<file path="src/rtl/vc_out_sched_if.sv">
// ============================================================================
// vc_out_sched_if : flit/credit bundle between per-VC buffers, scheduler, link
// Rev 1.0
// ============================================================================
`default_nettype none

interface vc_out_sched_if #(
  parameter int NVC   = 4,
  parameter int DATAW = 64,
  parameter int PORTW = 3
);
  localparam int VCW = $clog2(NVC);

  logic [NVC-1:0]       req;
  logic [NVC-1:0]       tail;
  logic [NVC*DATAW-1:0] idata;
  logic [NVC*PORTW-1:0] iport;
  logic [NVC-1:0]       credit_in;
  logic [NVC-1:0]       ack;
  logic                 ovalid;
  logic [DATAW-1:0]     odata;
  logic [VCW-1:0]       ovch;
  logic [PORTW-1:0]     oport;
  logic                 busy;
  logic                 cred_err;

  modport master (
    output req, tail, idata, iport, credit_in,
    input  ack, ovalid, odata, ovch, oport, busy, cred_err
  );

  modport slave (
    input  req, tail, idata, iport, credit_in,
    output ack, ovalid, odata, ovch, oport, busy, cred_err
  );
endinterface

`default_nettype wire

</file>
<file path="src/rtl/vc_out_sched.sv">
// ============================================================================
// vc_out_sched : round-robin VC scheduler with wormhole lock and per-VC credits
// Rev 1.0
// ============================================================================
`default_nettype none

module vc_out_sched #(
  parameter int NVC     = 4,
  parameter int DATAW   = 64,
  parameter int PORTW   = 3,
  parameter int CREDITS = 4
) (
  input  wire logic       clk,
  input  wire logic       rst_,
  vc_out_sched_if.slave   bus
);
  localparam int VCW = $clog2(NVC);
  localparam int CW  = $clog2(CREDITS + 1);
  localparam logic [CW-1:0] CRED_MAX = CW'(CREDITS);

  typedef enum logic [0:0] {
    S_IDLE   = 1'b0,
    S_LOCKED = 1'b1
  } state_e;

  state_e           state_q, state_d;
  logic [VCW-1:0]   rr_q, rr_d;
  logic [VCW-1:0]   holder_q, holder_d;
  logic [CW-1:0]    cred_q [NVC];
  logic             cred_err_q;
  logic             ovalid_q;
  logic [DATAW-1:0] odata_q;
  logic [VCW-1:0]   ovch_q;
  logic [PORTW-1:0] oport_q;

  logic [NVC-1:0]   elig;
  logic [NVC-1:0]   ack_w;
  logic [NVC-1:0]   ovf_w;
  logic             found;
  logic [VCW-1:0]   win;
  logic [VCW-1:0]   cand;
  logic             sel_vld;
  logic [VCW-1:0]   sel_idx;

  function automatic logic [VCW-1:0] next_vc(input logic [VCW-1:0] v);
    return (int'(v) == NVC - 1) ? '0 : v + VCW'(1);
  endfunction

  // Scan starts at rr_ptr so the VC after the last packet owner has priority.
  always_comb begin
    found = 1'b0;
    win   = '0;
    cand  = '0;
    for (int k = 0; k < NVC; k++) begin
      cand = VCW'((int'(rr_q) + k) % NVC);
      if (!found && elig[cand]) begin
        found = 1'b1;
        win   = cand;
      end
    end
  end

  always_comb begin
    state_d  = state_q;
    rr_d     = rr_q;
    holder_d = holder_q;
    sel_vld  = 1'b0;
    sel_idx  = '0;
    case (state_q)
      S_IDLE: begin
        if (found) begin
          sel_vld = 1'b1;
          sel_idx = win;
          if (bus.tail[win]) begin
            rr_d = next_vc(win);
          end else begin
            state_d  = S_LOCKED;
            holder_d = win;
          end
        end
      end
      S_LOCKED: begin
        if (elig[holder_q]) begin
          sel_vld = 1'b1;
          sel_idx = holder_q;
          if (bus.tail[holder_q]) begin
            state_d = S_IDLE;
            rr_d    = next_vc(holder_q);
          end
        end
      end
      default: state_d = S_IDLE;
    endcase
    ack_w = '0;
    if (sel_vld && rst_) ack_w[sel_idx] = 1'b1;
  end

  always_ff @(posedge clk or negedge rst_) begin
    if (!rst_) begin
      state_q    <= S_IDLE;
      rr_q       <= '0;
      holder_q   <= '0;
      ovalid_q   <= 1'b0;
      odata_q    <= '0;
      ovch_q     <= '0;
      oport_q    <= '0;
      cred_err_q <= 1'b0;
    end else begin
      state_q    <= state_d;
      rr_q       <= rr_d;
      holder_q   <= holder_d;
      ovalid_q   <= sel_vld;
      odata_q    <= sel_vld ? bus.idata[int'(sel_idx)*DATAW +: DATAW] : '0;
      ovch_q     <= sel_vld ? sel_idx : '0;
      oport_q    <= sel_vld ? bus.iport[int'(sel_idx)*PORTW +: PORTW] : '0;
      cred_err_q <= cred_err_q | (|ovf_w);
    end
  end

  // Simultaneous send and return cancel; a return into a full counter is an error.
  for (genvar i = 0; i < NVC; i++) begin : g_cred
    assign elig[i]  = bus.req[i] & (cred_q[i] != '0);
    assign ovf_w[i] = bus.credit_in[i] & ~ack_w[i] & (cred_q[i] == CRED_MAX);

    always_ff @(posedge clk or negedge rst_) begin
      if (!rst_) begin
        cred_q[i] <= CRED_MAX;
      end else if (ack_w[i] && !bus.credit_in[i]) begin
        cred_q[i] <= cred_q[i] - CW'(1);
      end else if (bus.credit_in[i] && !ack_w[i] && (cred_q[i] != CRED_MAX)) begin
        cred_q[i] <= cred_q[i] + CW'(1);
      end
    end
  end

  assign bus.ack      = ack_w;
  assign bus.ovalid   = ovalid_q;
  assign bus.odata    = odata_q;
  assign bus.ovch     = ovch_q;
  assign bus.oport    = oport_q;
  assign bus.busy     = (state_q == S_LOCKED);
  assign bus.cred_err = cred_err_q;

endmodule

`default_nettype wire

</file>
<file path="src/flat_wrapper.sv">
// flat-port wrapper written by rule: the top's interface ports become plain ports
module vc_out_sched_flat 
#(
  parameter int NVC     = 4,
  parameter int DATAW   = 64,
  parameter int PORTW   = 3,
  parameter int CREDITS = 4
)
  (clk, rst_, bus_req, bus_tail, bus_idata, bus_iport, bus_credit_in, bus_ack, bus_ovalid, bus_odata, bus_ovch, bus_oport, bus_busy, bus_cred_err);
  vc_out_sched_if #(.NVC(NVC), .DATAW(DATAW), .PORTW(PORTW)) bus_i ();
  input  wire logic clk;
  input  wire logic rst_;
  input wire logic [$bits(bus_i.req)-1:0] bus_req;
  input wire logic [$bits(bus_i.tail)-1:0] bus_tail;
  input wire logic [$bits(bus_i.idata)-1:0] bus_idata;
  input wire logic [$bits(bus_i.iport)-1:0] bus_iport;
  input wire logic [$bits(bus_i.credit_in)-1:0] bus_credit_in;
  output wire logic [$bits(bus_i.ack)-1:0] bus_ack;
  output wire logic [$bits(bus_i.ovalid)-1:0] bus_ovalid;
  output wire logic [$bits(bus_i.odata)-1:0] bus_odata;
  output wire logic [$bits(bus_i.ovch)-1:0] bus_ovch;
  output wire logic [$bits(bus_i.oport)-1:0] bus_oport;
  output wire logic [$bits(bus_i.busy)-1:0] bus_busy;
  output wire logic [$bits(bus_i.cred_err)-1:0] bus_cred_err;
  assign bus_i.req = bus_req;
  assign bus_i.tail = bus_tail;
  assign bus_i.idata = bus_idata;
  assign bus_i.iport = bus_iport;
  assign bus_i.credit_in = bus_credit_in;
  assign bus_ack = bus_i.ack;
  assign bus_ovalid = bus_i.ovalid;
  assign bus_odata = bus_i.odata;
  assign bus_ovch = bus_i.ovch;
  assign bus_oport = bus_i.oport;
  assign bus_busy = bus_i.busy;
  assign bus_cred_err = bus_i.cred_err;
  vc_out_sched #(.NVC(NVC), .DATAW(DATAW), .PORTW(PORTW), .CREDITS(CREDITS)) u_core (.clk(clk), .rst_(rst_), .bus(bus_i));
endmodule
</file>
<file path="config.mk">
export PLATFORM = sky130hd
export DESIGN_NAME = vc_out_sched_flat
export DESIGN_NICKNAME = d
export VERILOG_FILES = /design/src/rtl/vc_out_sched_if.sv /design/src/rtl/vc_out_sched.sv /design/src/flat_wrapper.sv
export SDC_FILE = /design/constraint.sdc
export NUM_CORES = 1
export LEC_CHECK = 0
export CAP_MARGIN = 20
export CORE_AREA = 2 2 138 140
export CTS_BUF_LIST = sky130_fd_sc_hd__clkbuf_8 sky130_fd_sc_hd__clkbuf_16
export DETAILED_ROUTE_END_ITERATION = 6
export DIE_AREA = 0 0 140 142
export PLACE_DENSITY_LB_ADDON = 0.12
export SLEW_MARGIN = 5
export SYNTH_ARGS = -nofsm -noshare
export SYNTH_HDL_FRONTEND = slang
export SYNTH_SLANG_ARGS = --single-unit
</file>
<file path="constraint.sdc">
create_clock -name clk -period 7.4 [get_ports clk]
set_input_delay 1.48 -clock clk [delete_from_list [all_inputs] [get_ports clk]]
set_output_delay 1.48 -clock clk [all_outputs]
set_load 0.03 [all_outputs]
</file>
==> results.cfg, run 1 <==
[timing]
relSlewSlack_pct = 33.3
skew_ns = 0.0187
slew_violations = 0
fmax_ghz = 0.164
setup_tns_ns = 0
layout_setup_ws_ns = 1.32
hold_violations = 0
finalSetupViolCount = 0
period_needed_ns = 6.08
rsz0062_at_grt = no
finalCritPeriodShare_pct = 82.2
tightest_slew_ns = 1.00

[floorplan]
die_w_um = 140
std_cell_rows = 50
initial_core_util_pct = 31.6
core_area_mm2 = 0.0185
io_pins = 358
die_h_um = 142
dieArea_mm2 = 0.0199

[cts]
h-tree-depth = 3
clk_pin_slew_ns = 0.06
clock_sinks = 88
clk_latency_ns = 0.35
cts_buffer_depth = 2
cts_root_buf = clkbuf_16
hold_buffers = 0
cts_tree = built
post_cts_resized = 0
cts_made_buffers = 9
postCtsSetupRepairBufs = 0

[route]
top_layer_used = met4
routed_wl_um = 22700
drt_pass1_iterations = 7
met2_length_um = 11700
drtIter0Drc = 364
viasPerCell = 5.06
route.detailed.drc = 15
antenna_left = 0
wl_per_cell_um = 17.9
routed-wl-met3_um = 1520
vias = 6430
m1WireLength_um = 8980

[finish]
antenna_cells = 0
areaGrowthSynthToFinish_pct = 67.0
layout.nets = 1319
final_layout_size_suffix_gt1_share_pct = 6.18
fillers = 1808

[synthesis]
synthCells = 717
async_flop_share_pct = 100
yosysTopAreaCell = dfrtp_1
synth_ff_type = dfrtp_1
ys_warn_count = 0
synth_area_leaders = dfrtp_1 (36%), nand2_1 (19%), and3_1 (7.4%)
netlist_area_mm2 = 0.00584
yosysMostFrequentCell = nand2_1
synth_edf_count = 0
syn-num-nets = 1004
ys_types = 57
synth_commonest_cells = nand2_1 (288), dfrtp_1 (84), and3_1 (69)
syn_area_per_cell_um2 = 8.14
synth_top_area_share_pct = 36.0
ys_ff_latch = 88
yosysSeqAreaShare_pct = 37.8

[worst_setup_path]
r2r_cells = 10
reg2reg_slack_ns = 3.53
worst-endpoint-required_ns = 5.92
worstSetupEndpointType = primary output
worst_setup_path_start_kind = input pin
worst-path-max-fanout = 69
critical_path_class = input pin to primary output
cp.arrival_ns = 4.60

[grt]
gr-usage-all-layers_pct = 22.1
grt_pass1_vias = 6341
grt_pass1_wl_um = 34700
overflow = 0
grt_max_degree = 90
antenna_found_initial = 0

[placement]
pre_cts_ws_ns = 1.27
routabilityCongestion = 0.889
numPortBuffers = 357
dpl.hpwl_um = 16700

[run]
drv_cap = 0

[pwr]
p_per_area_mw_per_mm2 = 431
peakVddDrop_uv = 284
leakage_nw = 4.09

[outcome]
violations = DRC
status = finished with violations

[hold_path]
worstHoldPathCells = 1
hp-class = flop to flop
[sequential cells by signal, indices dropped and copies added (netlist names)]
signal / flops
u_core.bus.odata: 64
u_core.bus.oport: 3
u_core.bus.cred_err: 1
u_core.holder_q: 2
u_core.rr_q: 2
u_core.bus.ovalid: 1
u_core.bus.ovch: 2
u_core.cred_q: 12
u_core.bus.busy: 1
[metrics by stage]
| stage | util, % | hold slack (ns) | power, W | area [um2] | instances |
|---|---|---|---|---|---|
| after global routing | 52.8 | 0.507 | 0.00452 | 9750 | 1270 |
| final | 52.8 | 0.488 | 0.00420 | 9750 | 1270 |
| after floorplan | - | 0.514 | 0.00285 | 5840 | 717 |
| after detailed placement | 51.3 | 0.470 | 0.00379 | 9470 | 1255 |
| after global placement | 51.3 | 0.478 | 0.00375 | 9470 | 1255 |
| after CTS | 52.8 | 0.496 | 0.00426 | 9750 | 1270 |
[routing by layer]
metal,vias to the layer above,global-route usage [%]
met4,0,6.96
li1,3143,-
met3,33,4.74
met2,235,39.5
met1,3019,26.7
met5,-,0
[cells by family after synthesis]
| group | count (synthesis) | share of synthesized area, % |
|---|---|---|
| AOI/OAI and AO/OA | 136 | 21.1 |
| xor gates and xnor gates | 4 | 0.600 |
| DFF | 88 | 37.8 |
| adders and majority gates | 5 | 1.59 |
| muxes | 11 | 2.64 |
| and+or+nand+nor | 393 | 29.9 |
| buffers and inverters | 80 | 6.32 |
[final cells by class]
cell class	count	area (um2)	share of cell area, %
sequential	88	2210	22.6
tap	234	293	3.00
multi-input combinational	549	3270	33.5
inverter	21	82.6	0.847
timing repair buffer	363	3620	37.1
clock inverter	6	60.1	0.616
clock buffer	9	225	2.31
[cell usage in the layout (no fill, tap or decap), drive strengths merged, types with 3 or more instances in the layout]
cell,count
clkinv,4
o311a,3
nand2,288
clkdlybuf4s50,356
buf,7
nand3,4
o31ai,5
inv,21
dfrtp,84
o21ai,11
fa,4
nor4,3
nor3,6
mux2i,7
o31a,4
a21oi,12
a211oi,10
nor2,14
clkbuf,9
a311oi,67
o21a,5
and3,69
a21o,3
dfstp,4
[worst max-delay path, cell delays in order]
cell             delay, ns
clkdlybuf4s50_1       0.52
o31ai_1               0.12
mux4_2                0.49
mux2_4                0.58
clkinv_2              0.17
nand4_2               0.21
nor2_4                0.31
clkdlybuf4s50_1       0.72
[path summary, 6_finish.rpt]
kind | from | endpoint
max | bus_req[1] | bus_ack[3]
min | u_core.bus.cred_err$_DFF_PN0_ | u_core.bus.cred_err$_DFF_PN0_
max reg2reg | u_core.cred_q[11]$_DFFE_PN1P_ | u_core.cred_q[10]$_DFFE_PN0P_
min reg2reg | u_core.bus.cred_err$_DFF_PN0_ | u_core.bus.cred_err$_DFF_PN0_
max in group asynchronous | rst_ | u_core.bus.busy$_DFF_PN0_
min in group asynchronous | rst_ | u_core.cred_q[1]$_DFFE_PN0P_
[report_power, final]
part / total, W / leakage [nW] / internal, W / switching (W)
clock: 0.000460 / 0.143 / 0.000259 / 0.000201
combinational: 0.00286 / 2.86 / 0.00115 / 0.00172
sequential: 0.000882 / 1.08 / 0.000734 / 0.000148
total: 0.00420 / 4.09 / 0.00214 / 0.00207
Note: power is estimated with default switching activity, not from simulation.
==> run 2, diff against run 1 <==
CORE_AREA = 2 2 139 141   (was 2 2 138 140)
DIE_AREA = 0 0 141 143   (was 0 0 140 142)
clock period = 6.1 ns   (was 7.4 ns; I/O delays follow)
==> run 2 against run 1 <==
  * The flow now finishes without violations
  * Sequential share of layout area down 0.087 points
  * Register-to-register slack worse by 0.98 ns
  * Clock-buffer cell count up 2
  * Utilization down 0.15 points
  * Sequential power up 21%
  * Cell count up 0.31%
  * Cell area up 0.39%
  * Sequential cell count unchanged
  * Global-route usage up 0.86 points
  * Clock skew down 0.011 ns
  * Non-clock buffer count up 3
  * Worst setup slack worse by 0.45 ns
  * Largest cell class unchanged
  * Largest power group unchanged
  * Highest routed layer unchanged
==> results.cfg, run 2 (synthesis results as in run 1) <==
[floorplan]
io_pins = 358
die_h_um = 143
die_w_um = 141
dieArea_mm2 = 0.0202
core_area_mm2 = 0.0186
initial_core_util_pct = 31.4
std_cell_rows = 50

[route]
drt_pass1_iterations = 4
routed_wl_um = 23700
drtIter0Drc = 392
viasPerCell = 5.02
wl_per_cell_um = 18.6
route.detailed.drc = 0
vias = 6392
antenna_left = 0

[pwr]
p_switching_w = 0.00250
clkPwrFrac_pct = 11.2
seq_power_share_pct = 20.8
p_per_area_mw_per_mm2 = 524
power.internal_w = 0.00263
p_sw_share_pct = 48.7
leakage_nw = 4.12
comb_power_share_pct = 68.0
peakVddDrop_uv = 374

[finish]
fin_area_mm2 = 0.00979
areaGrowthSynthToFinish_pct = 67.7
final_layout_size_suffix_gt1_share_pct = 6.44
multi_input_comb_area_mm2 = 0.00327
largest_reg_flops = 64
antenna_cells = 0
final_core_util_pct = 52.7
layout.nets = 1322
fillers = 1758
layout_commonest_cell = clkdlybuf4s50_1
final_cell_mix = clkdlybuf4s50_1 (356), nand2_1 (288), dfrtp_1 (84)
final-seq-area_mm2 = 0.00221

[worst_setup_path]
worst-path-max-fanout = 9
worst_setup_path_start_kind = input pin
crit_slowest_cell = clkdlybuf4s50_1
worst-endpoint-required_ns = 4.88
cpMostUsedCell = clkdlybuf4s50_1
worstSetupEndpointType = primary output
critPathLaunch = bus_req[0]
cp.arrival_ns = 4.01
slowest_delay_ns = 0.73
worstPathCellList = clkdlybuf4s50_1 -> o31ai_1 -> mux4_2 -> mux2_4 -> clkinv_2 -> nand4_2 -> nor2_4 -> clkdlybuf4s50_1
regToRegStartpoint = u_core.cred_q[9]$_DFFE_PN0P_
critical_path_class = input pin to primary output

[timing]
rsz0062_at_grt = no
hold_slack_ns = 0.507
skew_ns = 0.00770
slew_violations = 0
relSlewSlack_pct = 37.6
finalCritPeriodShare_pct = 85.8
fmax_ghz = 0.191
finalSetupViolCount = 0
setup_tns_ns = 0
hold_violations = 0
tightest_slew_ns = 0.936
period_needed_ns = 5.23

[run]
drv_cap = 0

[grt]
grt_pass1_wl_um = 35700
grt_max_degree = 92
grt_pass1_vias = 6241
overflow = 0
antenna_found_initial = 0
gr-usage-all-layers_pct = 23.0

[cts]
h-tree-depth = 3
postCtsSetupRepairBufs = 0
clk_pin_slew_ns = 0.07
cts_buffer_depth = 2
cts_root_buf = clkbuf_16
post_cts_resized = 0
clk_latency_ns = 0.34
clock_sinks = 88
cts_tree = built
cts_made_buffers = 9
hold_buffers = 0

[placement]
numPortBuffers = 357
routabilityCongestion = 0.854
place_area_mm2 = 0.00949
dpl.hpwl_um = 17500

[hold_path]
hp-class = flop to flop
min_from = u_core.bus.cred_err$_DFF_PN0_

[outcome]
status = completed
## run 2: cell count changes in the layout (fill, tap and decap cells not counted), sizes merged
cell / delta
buf: +3
clkbuf: +2
clkinvlp: -1
## run 2: critical path: cells and delay by family
| kind | cells | cell delay [ns] |
|---|---|---|
| buffers and inverters | 3 | 1.32 |
| muxes | 2 | 0.83 |
| AOI/OAI and AO/OA | 1 | 0.12 |
| and+or+nand+nor | 2 | 0.52 |
## run 2: worst paths after layout
path	slack [ns]	cells past startpoint	endpoint
max in group asynchronous	4.10	2	u_core.cred_q[9]$_DFFE_PN0P_
setup / recovery	0.87	8	bus_ack[1]
min in group asynchronous	0.87	1	u_core.cred_q[4]$_DFFE_PN0P_
hold reg to reg	0.51	1	u_core.bus.cred_err$_DFF_PN0_
setup reg to reg	2.55	8	u_core.bus.odata[8]$_DFF_PN0_
hold / removal	0.51	1	u_core.bus.cred_err$_DFF_PN0_
## run 2: stage by stage
| stage | std cells | setup WS [ns] | total power, W |
|---|---|---|---|
| detailed placement | 1258 | 0.860 | 0.00460 |
| global route | 1274 | 0.738 | 0.00552 |
| finish | 1274 | 0.865 | 0.00513 |
| global placement | 1258 | 0.925 | 0.00456 |
| CTS | 1274 | 0.844 | 0.00519 |
| floorplan | 717 | 2.19 | 0.00346 |
## run 2: area by class of cell
class / count / area share, %
Sequential cell: 88 / 22.5
Inverter: 21 / 0.844
Tap cell: 234 / 2.99
Timing Repair Buffer: 366 / 37.2
Clock buffer: 11 / 2.58
Clock inverter: 5 / 0.486
Multi-Input combinational cell: 549 / 33.4
## run 2: routing by layer
metal,GRT usage [%],vias up,share of wire (%)
met3,5.13,32,6.7
met5,0,-,0
met1,27.6,2944,40
met4,8.47,0,2.4
li1,-,3162,-
met2,40.4,254,51
## run 2: power groups by stage
stage	Combinational [W]	Clock (W)	Sequential, W
5_1_grt	0.00380	0.000617	0.00110
3_5_place_dp	0.00352	0	0.00107
2_1_floorplan	0.00202	0	0.00144
3_3_place_gp	0.00349	0	0.00107
4_1_cts	0.00353	0.000592	0.00106
6_report	0.00349	0.000575	0.00107
==> run 3, diff against run 2 <==
GPL_TIMING_DRIVEN = 0   (was default)
HOLD_SLACK_MARGIN = 0.12   (was default)
clock period = 5.5 ns   (was 6.1 ns; I/O delays follow)
==> run 3 against run 2 <==
  * Sequential share of layout area fell by 0.48 points
  * Largest power group unchanged
  * Die area did not move
  * Cell area rose by 2.2%
  * Largest cell class unchanged
==> results.cfg, run 3 (synthesis results as in run 1) <==
[finish]
multi_input_comb_area_mm2 = 0.00326
final-seq-area_mm2 = 0.00221
final_layout_size_suffix_gt1_share_pct = 8.36
largest_reg_flops = 64
final_cell_mix = clkdlybuf4s50_1 (354), nand2_1 (288), dfrtp_1 (84)
fin_area_mm2 = 0.0100
areaGrowthSynthToFinish_pct = 71.3
fillers = 1799
antenna_cells = 0
layout_commonest_cell = clkdlybuf4s50_1
final_cells = 1323
layout.nets = 1371
final_core_util_pct = 53.8

[timing]
tightest_slew_ns = 0.741
period_needed_ns = 5.06
fmax_ghz = 0.198
hold_slack_ns = 0.506
finalCritPeriodShare_pct = 92.0
relSlewSlack_pct = 50.6
rsz0062_at_grt = no
slew_violations = 0
skew_ns = 0.0101
finalSetupViolCount = 0
hold_violations = 0
layout_setup_ws_ns = 0.439

[outcome]
status = completed

[floorplan]
die_w_um = 141
std_cell_rows = 50
die_h_um = 143
dieArea_mm2 = 0.0202
initial_core_util_pct = 31.4
core_area_mm2 = 0.0186
io_pins = 358

[grt]
grt_pass1_wl_um = 36800
gr-usage-all-layers_pct = 23.9
overflow = 0
antenna_found_initial = 0
grt_max_degree = 47
grt_pass1_vias = 6502

[worst_setup_path]
critical_path_class = input pin to primary output
worst-path-max-fanout = 10
worst-endpoint-required_ns = 4.40
worst_setup_path_start_kind = input pin
worstSetupEndpointType = primary output
cp.arrival_ns = 3.96

[cts]
post_cts_resized = 0
clk_latency_ns = 0.36
cts_made_buffers = 9
clk_pin_slew_ns = 0.06
cts_root_buf = clkbuf_16
postCtsSetupRepairBufs = 0
cts_tree = built
h-tree-depth = 3
cts_buffer_depth = 2
hold_buffers = 0
clock_sinks = 88

[route]
vias = 6646
drt_pass1_iterations = 5
viasPerCell = 5.02
drtIter0Drc = 291
antenna_left = 0
route.detailed.drc = 0
routed_wl_um = 25100
wl_per_cell_um = 19.0

[pwr]
p_per_area_mw_per_mm2 = 590
leakage_nw = 4.23
peakVddDrop_uv = 223

[placement]
pre_cts_ws_ns = 0.439
place_area_mm2 = 0.00971
dpl.hpwl_um = 19700
routabilityCongestion = 0.883
dpl.cell_count = 1307
numPortBuffers = 355

[run]
drv_cap = 0

[hold_path]
hp-class = flop to flop
[run 3: per-stage QoR]
| step | setup TNS, ns | power, W |
|---|---|---|
| 4_1_cts | 0 | 0.00597 |
| 3_3_place_gp | -57.21 | 0.00529 |
| 2_1_floorplan | 0 | 0.00384 |
| 3_5_place_dp | 0 | 0.00533 |
| 5_1_grt | 0 | 0.00633 |
| 6_report | 0 | 0.00590 |
[run 3: layout make-up]
cell class                      instances  area share (%)
Inverter                               21           0.801
Sequential cell                        88            22.1
Timing Repair Buffer                  356            35.8
Clock inverter                          7           0.663
Multi-Input combinational cell        549            32.6
Clock buffer                            9            2.25
Tap cell                              234            2.93
Buffer                                 59            2.89
[run 3: critical path, stage by stage]
cell,delay [ns]
clkdlybuf4s50_1,0.51
o31ai_1,0.13
mux4_2,0.48
mux2_4,0.35
clkinv_2,0.09
nand4_2,0.22
nor2_4,0.34
clkdlybuf4s50_1,0.73
[run 3: path summary, 6_finish.rpt]
kind / from / to / slack [ns] / depth (start not counted)
hold / removal: u_core.bus.cred_err$_DFF_PN0_ / u_core.bus.cred_err$_DFF_PN0_ / 0.51 / 1
max in group asynchronous: rst_ / u_core.bus.oport[0]$_DFF_PN0_ / 4.06 / 2
setup reg to reg: u_core.cred_q[2]$_DFFE_PN1P_ / u_core.cred_q[8]$_DFFE_PN1P_ / 1.86 / 12
min in group asynchronous: rst_ / u_core.cred_q[0]$_DFFE_PN0P_ / 0.77 / 1
setup / recovery: bus_req[1] / bus_ack[3] / 0.44 / 8
hold reg to reg: u_core.bus.cred_err$_DFF_PN0_ / u_core.bus.cred_err$_DFF_PN0_ / 0.51 / 1
[run 3: where the power goes]
group	total (W)	leakage (nW)	internal, W	switching, W
Clock	0.000621	0.144	0.000349	0.000272
Sequential	0.00112	1.08	0.000985	0.000139
Combinational	0.00416	3.01	0.00167	0.00249
Total	0.00590	4.23	0.00301	0.00290
[run 3: routing by layer]
metal  routed length [um]  track usage, %  up-vias
li1                     -               -     3251
met1                 9840            28.2     3106
met2                12800            42.6      260
met3                 1940            6.24       29
met4                  504            7.74        0
met5                    0               0        -
